### src/rtl/fir_sample_sequencer.sv
// Host-side sequencer for the 32-tap FIR: feeds one sample per run pulse, waits out busy,
// queues results in a fall-through FIFO and owns the coefficient bank wired to the FIR.
module fir_sample_sequencer #(
    parameter int OUT_DEPTH = 4,
    parameter int TIMEOUT   = 64
) (
    input  logic                         clk,
    input  logic                         reset,
    input  logic                         in_valid,
    output logic                         in_ready,
    input  logic [15:0]                  in_data,
    output logic                         fir_run,
    output logic [15:0]                  fir_sample,
    input  logic                         fir_busy,
    input  logic [15:0]                  fir_data,
    output logic                         out_valid,
    input  logic                         out_ready,
    output logic [15:0]                  out_data,
    output logic [$clog2(OUT_DEPTH):0]   out_count,
    input  logic                         coeff_we,
    input  logic [4:0]                   coeff_addr,
    input  logic [15:0]                  coeff_wdata,
    output logic                         coeff_ack,
    output logic [511:0]                 coeff_flat,
    output logic [15:0]                  samples_done,
    output logic                         timeout_err
);
    localparam int PW = $clog2(OUT_DEPTH);
    localparam int CW = PW + 1;
    localparam int TW = $clog2(TIMEOUT + 1);

    typedef enum logic [1:0] {S_IDLE, S_RUN, S_WAIT} state_t;

    state_t          state;
    logic [TW-1:0]   wait_cnt;
    logic [15:0]     mem [OUT_DEPTH];
    logic [PW-1:0]   wr_ptr;
    logic [PW-1:0]   rd_ptr;
    logic [PW-1:0]   rd_next;
    logic [15:0]     coeff [32];
    logic            accept;
    logic            push;
    logic            pop;
    logic            coeff_take;

    // Waiting on !fir_busy keeps us from racing a FIR pass left over from before a reset.
    assign in_ready   = (state == S_IDLE) && (out_count < CW'(OUT_DEPTH)) && !fir_busy;
    assign accept     = in_valid && in_ready;
    assign push       = (state == S_WAIT) && !fir_busy;
    assign out_valid  = (out_count != '0);
    assign pop        = out_valid && out_ready;
    assign rd_next    = rd_ptr + 1'b1;
    assign coeff_take = coeff_we && (state == S_IDLE);

    always_ff @(posedge clk) begin
        if (reset) begin
            state        <= S_IDLE;
            fir_run      <= 1'b0;
            fir_sample   <= '0;
            wait_cnt     <= '0;
            samples_done <= '0;
            timeout_err  <= 1'b0;
        end else begin
            case (state)
                S_IDLE: begin
                    if (accept) begin
                        fir_sample <= in_data;
                        fir_run    <= 1'b1;
                        state      <= S_RUN;
                    end
                end
                S_RUN: begin
                    fir_run  <= 1'b0;
                    wait_cnt <= '0;
                    state    <= S_WAIT;
                end
                S_WAIT: begin
                    wait_cnt <= wait_cnt + 1'b1;
                    if (!fir_busy) begin
                        samples_done <= samples_done + 16'd1;
                        state        <= S_IDLE;
                    end else if (wait_cnt == TW'(TIMEOUT - 1)) begin
                        timeout_err <= 1'b1;
                        state       <= S_IDLE;
                    end
                end
                default: state <= S_IDLE;
            endcase
        end
    end

    always_ff @(posedge clk) begin
        if (push) begin
            mem[wr_ptr] <= fir_data;
        end
    end

    // out_data is a register so it keeps the last head value once the FIFO drains.
    always_ff @(posedge clk) begin
        if (reset) begin
            wr_ptr    <= '0;
            rd_ptr    <= '0;
            out_count <= '0;
            out_data  <= '0;
        end else begin
            if (push) begin
                wr_ptr <= wr_ptr + 1'b1;
            end
            if (pop) begin
                rd_ptr <= rd_next;
            end
            if (push && !pop) begin
                out_count <= out_count + 1'b1;
            end else if (pop && !push) begin
                out_count <= out_count - 1'b1;
            end
            if (push && ((out_count == '0) || (pop && out_count == CW'(1)))) begin
                out_data <= fir_data;
            end else if (pop && out_count > CW'(1)) begin
                out_data <= mem[rd_next];
            end
        end
    end

    always_ff @(posedge clk) begin
        if (reset) begin
            for (int k = 0; k < 32; k++) begin
                coeff[k] <= '0;
            end
            coeff_ack <= 1'b0;
        end else begin
            coeff_ack <= coeff_take;
            if (coeff_take) begin
                coeff[coeff_addr] <= coeff_wdata;
            end
        end
    end

    always_comb begin
        coeff_flat = '0;
        for (int k = 0; k < 32; k++) begin
            coeff_flat[16*k +: 16] = coeff[k];
        end
    end
endmodule

### config.mk
export PLATFORM = sky130hd
export DESIGN_NAME = fir_sample_sequencer
export DESIGN_NICKNAME = d
export VERILOG_FILES = /design/src/rtl/fir_sample_sequencer.sv
export SDC_FILE = /design/constraint.sdc
export NUM_CORES = 1
export LEC_CHECK = 0
export BUFFER_PORTS_ARGS = -buffer_cell sky130_fd_sc_hd__buf_2
export CORE_ASPECT_RATIO = 0.7
export CORE_UTILIZATION = 30
export CTS_CLUSTER_DIAMETER = 50
export DETAILED_ROUTE_END_ITERATION = 16
export SLEW_MARGIN = 20
export SYNTH_ARGS = -nofsm -noshare
export SYNTH_HDL_FRONTEND = slang
export SYNTH_SLANG_ARGS = --single-unit
### constraint.sdc
create_clock -name clk -period 2.55 [get_ports clk]
set_clock_uncertainty 0.2 [all_clocks]
set_input_delay 0.1275 -clock clk [delete_from_list [all_inputs] [get_ports clk]]
set_output_delay 0.1275 -clock clk [all_outputs]
set_load 0.01 [all_outputs]
==> results.toml, run 1 <==
[run_status]
result_of_the_run = "completed"

[place]
dp_worst_setup_slack_ns = 0.3475
portBuffers = 626
place_hpwl_mm = 58.14
globalplace.congestion = 0.8431

[timing]
timing.slew.headroom_pct = 49.54
max_clock_freq_ghz = 0.4297
worst_slew_pin_slew_ns = 0.7569
post-route-min-period_ns = 2.327
post-route-period-util_pct = 91.27
rsz0062_at_grt = "false"
fin_setup_tns_ns = 0
final.setup.worst_slack_ns = 0.2227
final-hold-violation-count = 0
slew_violations = 0
setup_violations = 0

[drt]
drc = 0
postRouteWirelength_mm = 82.93
post_drt_via_cell_ratio = 4.723
avgRoutedWirePerCell_um = 23.35
drt_pre_antenna_iters = 5
detail_route.iter0.violations = 1619
drtAntennaViolNets = 0
via_count = 16780

[critical_path]
timing.critical_path.from_type = "flip-flop"
cp_slowest_cell = "sky130_fd_sc_hd__dlygate4sd3_1"
timing.critical_path.max_delay_family = "buffers and inverters"
slowest_delay_ns = 0.57
timing.critical_path.arrival_ns = 2.66
crit_path_end_kind = "flip-flop"
r2r_start = "state[0]"
crit_buf_inv = 3
reg2regPathDepth = 7
timing.critical_path.fanout_max = 17
worstSetupPathType = "flip-flop to flip-flop"
required_time_of_the_critical_path_ns = 2.88
worst-path-stages = 7
origin_of_the_worst_setup_path = "state[0]"
timing.critical_path.cells = "inv_1 -> ha_1 -> buf_4 -> and3_2 -> nand2_1 -> dlygate4sd3_1 -> a21oi_1"

[clock_network]
clock-root-buffer = "sky130_fd_sc_hd__clkbuf_16"
clock-sinks = 643
cts.repair_timing.setup_buffer_count = 0
htreeDepth = 3
clockBufferDepth = 3
cts_tree = "built"
cts.reportedPaths.clkPinSlew_ns = 0.06
cts-buffers-inserted = 71
clk_latency_ns = 0.59

[grt]
grt_pass1_wl_mm = 115.4
largest_net_degree_at_the_start_of_global_routing = 98
grtUsageTotal_pct = 19.76
first_global_vias = 16140
grt_overflow_total = 0
grt_antenna_before_repair = 4

[synthesis]
synth-async-reset-ratio_pct = 0
ys_top_cells_by_count = "576 x sky130_fd_sc_hd__edfxtp_1, 558 x sky130_fd_sc_hd__nor2_1, 175 x sky130_fd_sc_hd__nand2_1"
synth-edff-count = 576
syn_inst = 1724
synth_cell_types = 45
post_synth_main_area_contributors = "sky130_fd_sc_hd__edfxtp_1 72%, sky130_fd_sc_hd__nor2_1 8.8%, sky130_fd_sc_hd__dfxtp_1 5.6%"
synth_seq_area_share_pct = 78.01
synth_flop_type = "sky130_fd_sc_hd__edfxtp_1"
synth_area_leader_cell = "sky130_fd_sc_hd__edfxtp_1"
synthesis.area_um2 = 23890
yosysTopAreaCellShare_pct = 72.40
synth.most_common_cell = "sky130_fd_sc_hd__edfxtp_1"
syn_avg_cell_area_um2 = 13.86
ys_warns = 0
synthesized_flop_and_latch_total = 643
synth.net_count = 1798

[finish]
post_route_cells_drive_above_1_share_pct = 34.12
fillers = 7407
nets = 2510
area.growth.synth_to_final_pct = 32.20

[power]
leakagePower_uw = 0.01250
power.density_nw_per_um2 = 809.0
ir_drop_mv = 0.5711

[floorplan]
fp.coreArea_um2 = 78770
die_h_um = 238.1
placementRows = 86
die-width_um = 339.3
pin_count = 627
start_util_pct = 30.33
die_area_um2 = 80780

[worst_hold_path]
hp-class = "input port to flip-flop"
hp-start = "coeff_wdata[12]"
min_delay_path_depth = 3

[job]
cap_viol_max_count = 0
==> flip-flops by register name (all words and copies together) (netlist names) <==
register / flops
timeout_err: 1
state: 2
samples_done: 16
fir_run: 1
out_count: 3
mem: 64
coeff_ack: 1
out_data: 16
coeff: 512
wr_ptr: 2
fir_sample: 16
wait_cnt: 7
rd_ptr: 2
==> through the flow <==
stage	cells	cell area, um^2	util (%)	hold slack [ns]	total power (uW)
after floorplan	1724	23890	-	0.02637	13730
after global placement	3370	28620	36.33	0.1590	14940
after detailed placement	3370	28620	36.33	0.1653	15000
after CTS	3550	31580	40.09	0.002281	25740
after global routing	3550	31580	40.09	0.002350	26350
final	3552	31580	40.10	0.04062	25550
==> path summary, 6_finish.rpt <==
| check | slack, ns | to |
|---|---|---|
| worst max-delay path | 0.22 | fir_sample[15] |
| worst min-delay path | 0.04 | coeff[24][12] |
| worst max register to register | 0.22 | fir_sample[15] |
| worst min register to register | 0.26 | fir_sample[15] |
==> routing by layer <==
| layer | global-route usage [%] | wire length (um) |
|---|---|---|
| met4 | 5.965 | 2199 |
| met1 | 26.35 | 33780 |
| met2 | 31.54 | 39230 |
| met3 | 5.242 | 7687 |
| met5 | 0 | 21 |
==> cells in the final DEF, fill, tap and decap left out, types with 5 or more instances in the layout <==
cell,instances
sky130_fd_sc_hd__buf_2,625
sky130_fd_sc_hd__bufinv_16,8
sky130_fd_sc_hd__clkbuf_16,76
sky130_fd_sc_hd__dfxtp_1,67
sky130_fd_sc_hd__clkbuf_1,15
sky130_fd_sc_hd__and2_1,6
sky130_fd_sc_hd__or3_1,5
sky130_fd_sc_hd__a21o_1,34
sky130_fd_sc_hd__buf_12,10
sky130_fd_sc_hd__clkinv_2,8
sky130_fd_sc_hd__edfxtp_1,576
sky130_fd_sc_hd__clkinv_1,5
sky130_fd_sc_hd__a21oi_1,28
sky130_fd_sc_hd__nor2_1,555
sky130_fd_sc_hd__a211oi_1,16
sky130_fd_sc_hd__inv_1,8
sky130_fd_sc_hd__nand2b_1,9
sky130_fd_sc_hd__xor2_1,16
sky130_fd_sc_hd__o21ai_0,5
sky130_fd_sc_hd__mux4_2,16
sky130_fd_sc_hd__dlygate4sd3_1,49
sky130_fd_sc_hd__mux2i_1,20
sky130_fd_sc_hd__ha_1,15
sky130_fd_sc_hd__nand3_1,8
sky130_fd_sc_hd__buf_4,71
sky130_fd_sc_hd__nand2_1,174
sky130_fd_sc_hd__nand4_1,8
==> repair_timing <==
action	in CTS	in global routing
hold buffers	49	0
endpoints found under the hold margin	195	0
gates resized for setup	0	1
endpoints found under the setup margin	0	2
==> power breakdown <==
part	switching [uW]	internal [uW]	total, uW
clock network	4290	6420	10700
logic	1750	936	2690
registers	215	11900	12100
total	6260	19300	25600
==> cell families after synthesis <==
kind of cell             share of synthesized area [%]
AND/OR/NAND/NOR                                  13.31
flip-flops                                       78.01
buffers and inverters                            2.336
AO/OA/AOI/OAI                                    2.551
multiplexers                                     2.346
XOR/XNOR                                        0.6599
adder cells (fa/ha/maj)                         0.7856
==> cell type report <==
cell class                 count  area (um^2)  share of cell area (%)
antenna                        2        5.005                 0.01585
clock buffer                  94         1999                   6.331
clock inverter                37        469.2                   1.486
inverter                       8        30.03                 0.09508
multi-input combinational    957         4768                   15.10
sequential                   643        18640                   59.01
tap                         1056         1321                   4.184
timing repair buffer         755         4352                   13.78
==> worst reg2reg max path, cell delays in order, from the launching register on <==
cell and delay, ns:
sky130_fd_sc_hd__dfxtp_1 0.33, sky130_fd_sc_hd__inv_1 0.12, sky130_fd_sc_hd__ha_1 0.24, sky130_fd_sc_hd__buf_4 0.20, sky130_fd_sc_hd__and3_2 0.40, sky130_fd_sc_hd__nand2_1 0.10, sky130_fd_sc_hd__dlygate4sd3_1 0.57, sky130_fd_sc_hd__a21oi_1 0.12
No activity file was read; power rests on OpenSTA's default activity.
==> inputs of run 2 (changes only) <==
--- a/config.mk
+++ b/config.mk
@@ -6,10 +6,11 @@
 export NUM_CORES = 1
 export LEC_CHECK = 0
 export BUFFER_PORTS_ARGS = -buffer_cell sky130_fd_sc_hd__buf_2
-export CORE_ASPECT_RATIO = 0.7
-export CORE_UTILIZATION = 30
+export CORE_AREA = 2 2 245 247
+export CTS_BUF_LIST = sky130_fd_sc_hd__clkbuf_4
 export CTS_CLUSTER_DIAMETER = 50
 export DETAILED_ROUTE_END_ITERATION = 16
+export DIE_AREA = 0 0 247 249
 export SLEW_MARGIN = 20
 export SYNTH_ARGS = -nofsm -noshare
 export SYNTH_HDL_FRONTEND = slang
==> run 2 against run 1 <==
Net effect:
- total power fell by 5.9%
- critical path depth rose by 1
- critical endpoint is now out_data[3]
- register-to-register slack got worse by 0.08 ns
==> results.toml, run 2 (same netlist as run 1, synthesis figures left out) <==
[finish]
regMostFlops = "coeff"
reg.largest.list = "coeff (512), mem (64)"
fillers = 4980
area.growth.synth_to_final_pct = 32.65
nets = 2669
post_route_cells_drive_above_1_share_pct = 37.14
layout_common_cells = "625 x sky130_fd_sc_hd__buf_2, 576 x sky130_fd_sc_hd__edfxtp_1, 555 x sky130_fd_sc_hd__nor2_1"
layout_commonest_cell = "sky130_fd_sc_hd__buf_2"
final_cell_area_um2 = 31690
max_reg_flops = 512

[timing]
worst_slew_pin_slew_ns = 0.7867
hold-worst-slack_ns = 0.1528
final-hold-violation-count = 0
rsz0062_at_grt = "false"
fin_setup_tns_ns = 0
post-route-period-util_pct = 94.58
post-route-min-period_ns = 2.412
final.setup.worst_slack_ns = 0.1382
max_clock_freq_ghz = 0.4146
setup_violations = 0
slew_violations = 0
timing.slew.headroom_pct = 47.56

[place]
globalplace.congestion = 0.8668
place_hpwl_mm = 56.27
portBuffers = 626
dp_worst_setup_slack_ns = 0.2874
post_dp_cell_area_um2 = 28360

[floorplan]
die_area_um2 = 61500
fp.coreArea_um2 = 58690
die-width_um = 247
die_h_um = 249
pin_count = 627
start_util_pct = 40.71
placementRows = 89

[clock_network]
cts.repair_timing.setup_buffer_count = 0
clockBufferDepth = 3
clock-root-buffer = "sky130_fd_sc_hd__clkbuf_4"
cts.reportedPaths.clkPinSlew_ns = 0.07
htreeDepth = 4
cts_tree = "built"
clk_latency_ns = 0.97
cts-buffers-inserted = 167
clock-sinks = 643

[drt]
drt_pre_antenna_iters = 5
drc = 0
post_drt_via_cell_ratio = 5.004
drtAntennaViolNets = 0
postRouteWirelength_mm = 81.62
avgRoutedWirePerCell_um = 23.43
detail_route.iter0.violations = 1578
via_count = 17430

[grt]
grt_antenna_before_repair = 6
largest_net_degree_at_the_start_of_global_routing = 81
grt_pass1_wl_mm = 115.6
grtUsageTotal_pct = 26.35
grt_use_met1_pct = 31.29
grt-busiest-layer = "met2"
global_route.usage.met2_pct = 44.19
global_route.usage.met3_pct = 9.093
first_global_vias = 17360
grt_overflow_total = 0

[critical_path]
crit_path_end_kind = "flip-flop"
worstSetupPathType = "flip-flop to flip-flop"
timing.critical_path.from_type = "flip-flop"
timing.critical_path.arrival_ns = 3.08
required_time_of_the_critical_path_ns = 3.22
timing.critical_path.fanout_max = 16

[power]
leakagePower_uw = 0.01286
power.density_nw_per_um2 = 758.4
ir_drop_mv = 0.5296
final_total_power_uw = 24030

[job]
cap_viol_max_count = 0

[worst_hold_path]
hp-class = "input port to flip-flop"

[run_status]
result_of_the_run = "completed"
## run 2: report_power, final
group | internal (uW) | leakage (uW) | switching (uW)
sequential | 11900 | 0.00641 | 269
combinational | 1090 | 0.00518 | 1700
clock | 4880 | 0.00127 | 4150
## run 2: area by class of cell
| cell class | instances | area (um^2) | area share [%] |
|---|---|---|---|
| clock inverter | 35 | 299.0 | 0.9436 |
| multi-input combinational | 957 | 4783 | 15.09 |
| sequential | 643 | 18640 | 58.82 |
| antenna | 4 | 10.01 | 0.03159 |
| timing repair buffer | 818 | 5121 | 16.16 |
| clock buffer | 245 | 1839 | 5.804 |
| tap | 773 | 967.2 | 3.052 |
| inverter | 8 | 30.03 | 0.09476 |
## run 2: critical path: stages, from the launching register on
cell and delay [ns]:
sky130_fd_sc_hd__dfxtp_2 0.35, sky130_fd_sc_hd__inv_1 0.10, sky130_fd_sc_hd__ha_1 0.23, sky130_fd_sc_hd__nor2b_2 0.07, sky130_fd_sc_hd__o21ai_4 0.10, sky130_fd_sc_hd__buf_4 0.32, sky130_fd_sc_hd__mux2i_1 0.23, sky130_fd_sc_hd__a211oi_1 0.09
sky130_fd_sc_hd__dlygate4sd3_1 0.60
## run 2: routing by layer
metal / share of wire (%) / up-vias / routed length [um]
met2: 50 / 956 / 40860
met5: 0.016 / - / 13
met3: 11 / 138 / 9031
met4: 2.8 / 2 / 2270
met1: 36 / 8519 / 29450
li1: - / 7814 / -
## run 2: path summary, 6_finish.rpt
check,startpoint,to,slack [ns],depth (start not counted)
worst min register to register,fir_sample[2],fir_sample[2],0.26,2
worst max register to register,out_count[1],out_data[3],0.14,8
worst max-delay path,out_count[1],out_data[3],0.14,8
worst min-delay path,coeff_wdata[0],coeff[3][0],0.15,4
## run 2: timing repair
item | 4_1_cts | 5_1_grt
hold buffers | 116 | 0
pin swaps | 0 | 0
gates resized for setup | 3 | 6
setup endpoints to repair | 1 | 19
endpoints found under the hold margin | 1214 | 0
## run 2: stage by stage
step,cells,utilization [%]
after floorplan,1724,-
after global placement,3083,48.32
after CTS,3479,53.97
after detailed placement,3083,48.32
after global routing,3480,53.99
final,3483,54.00
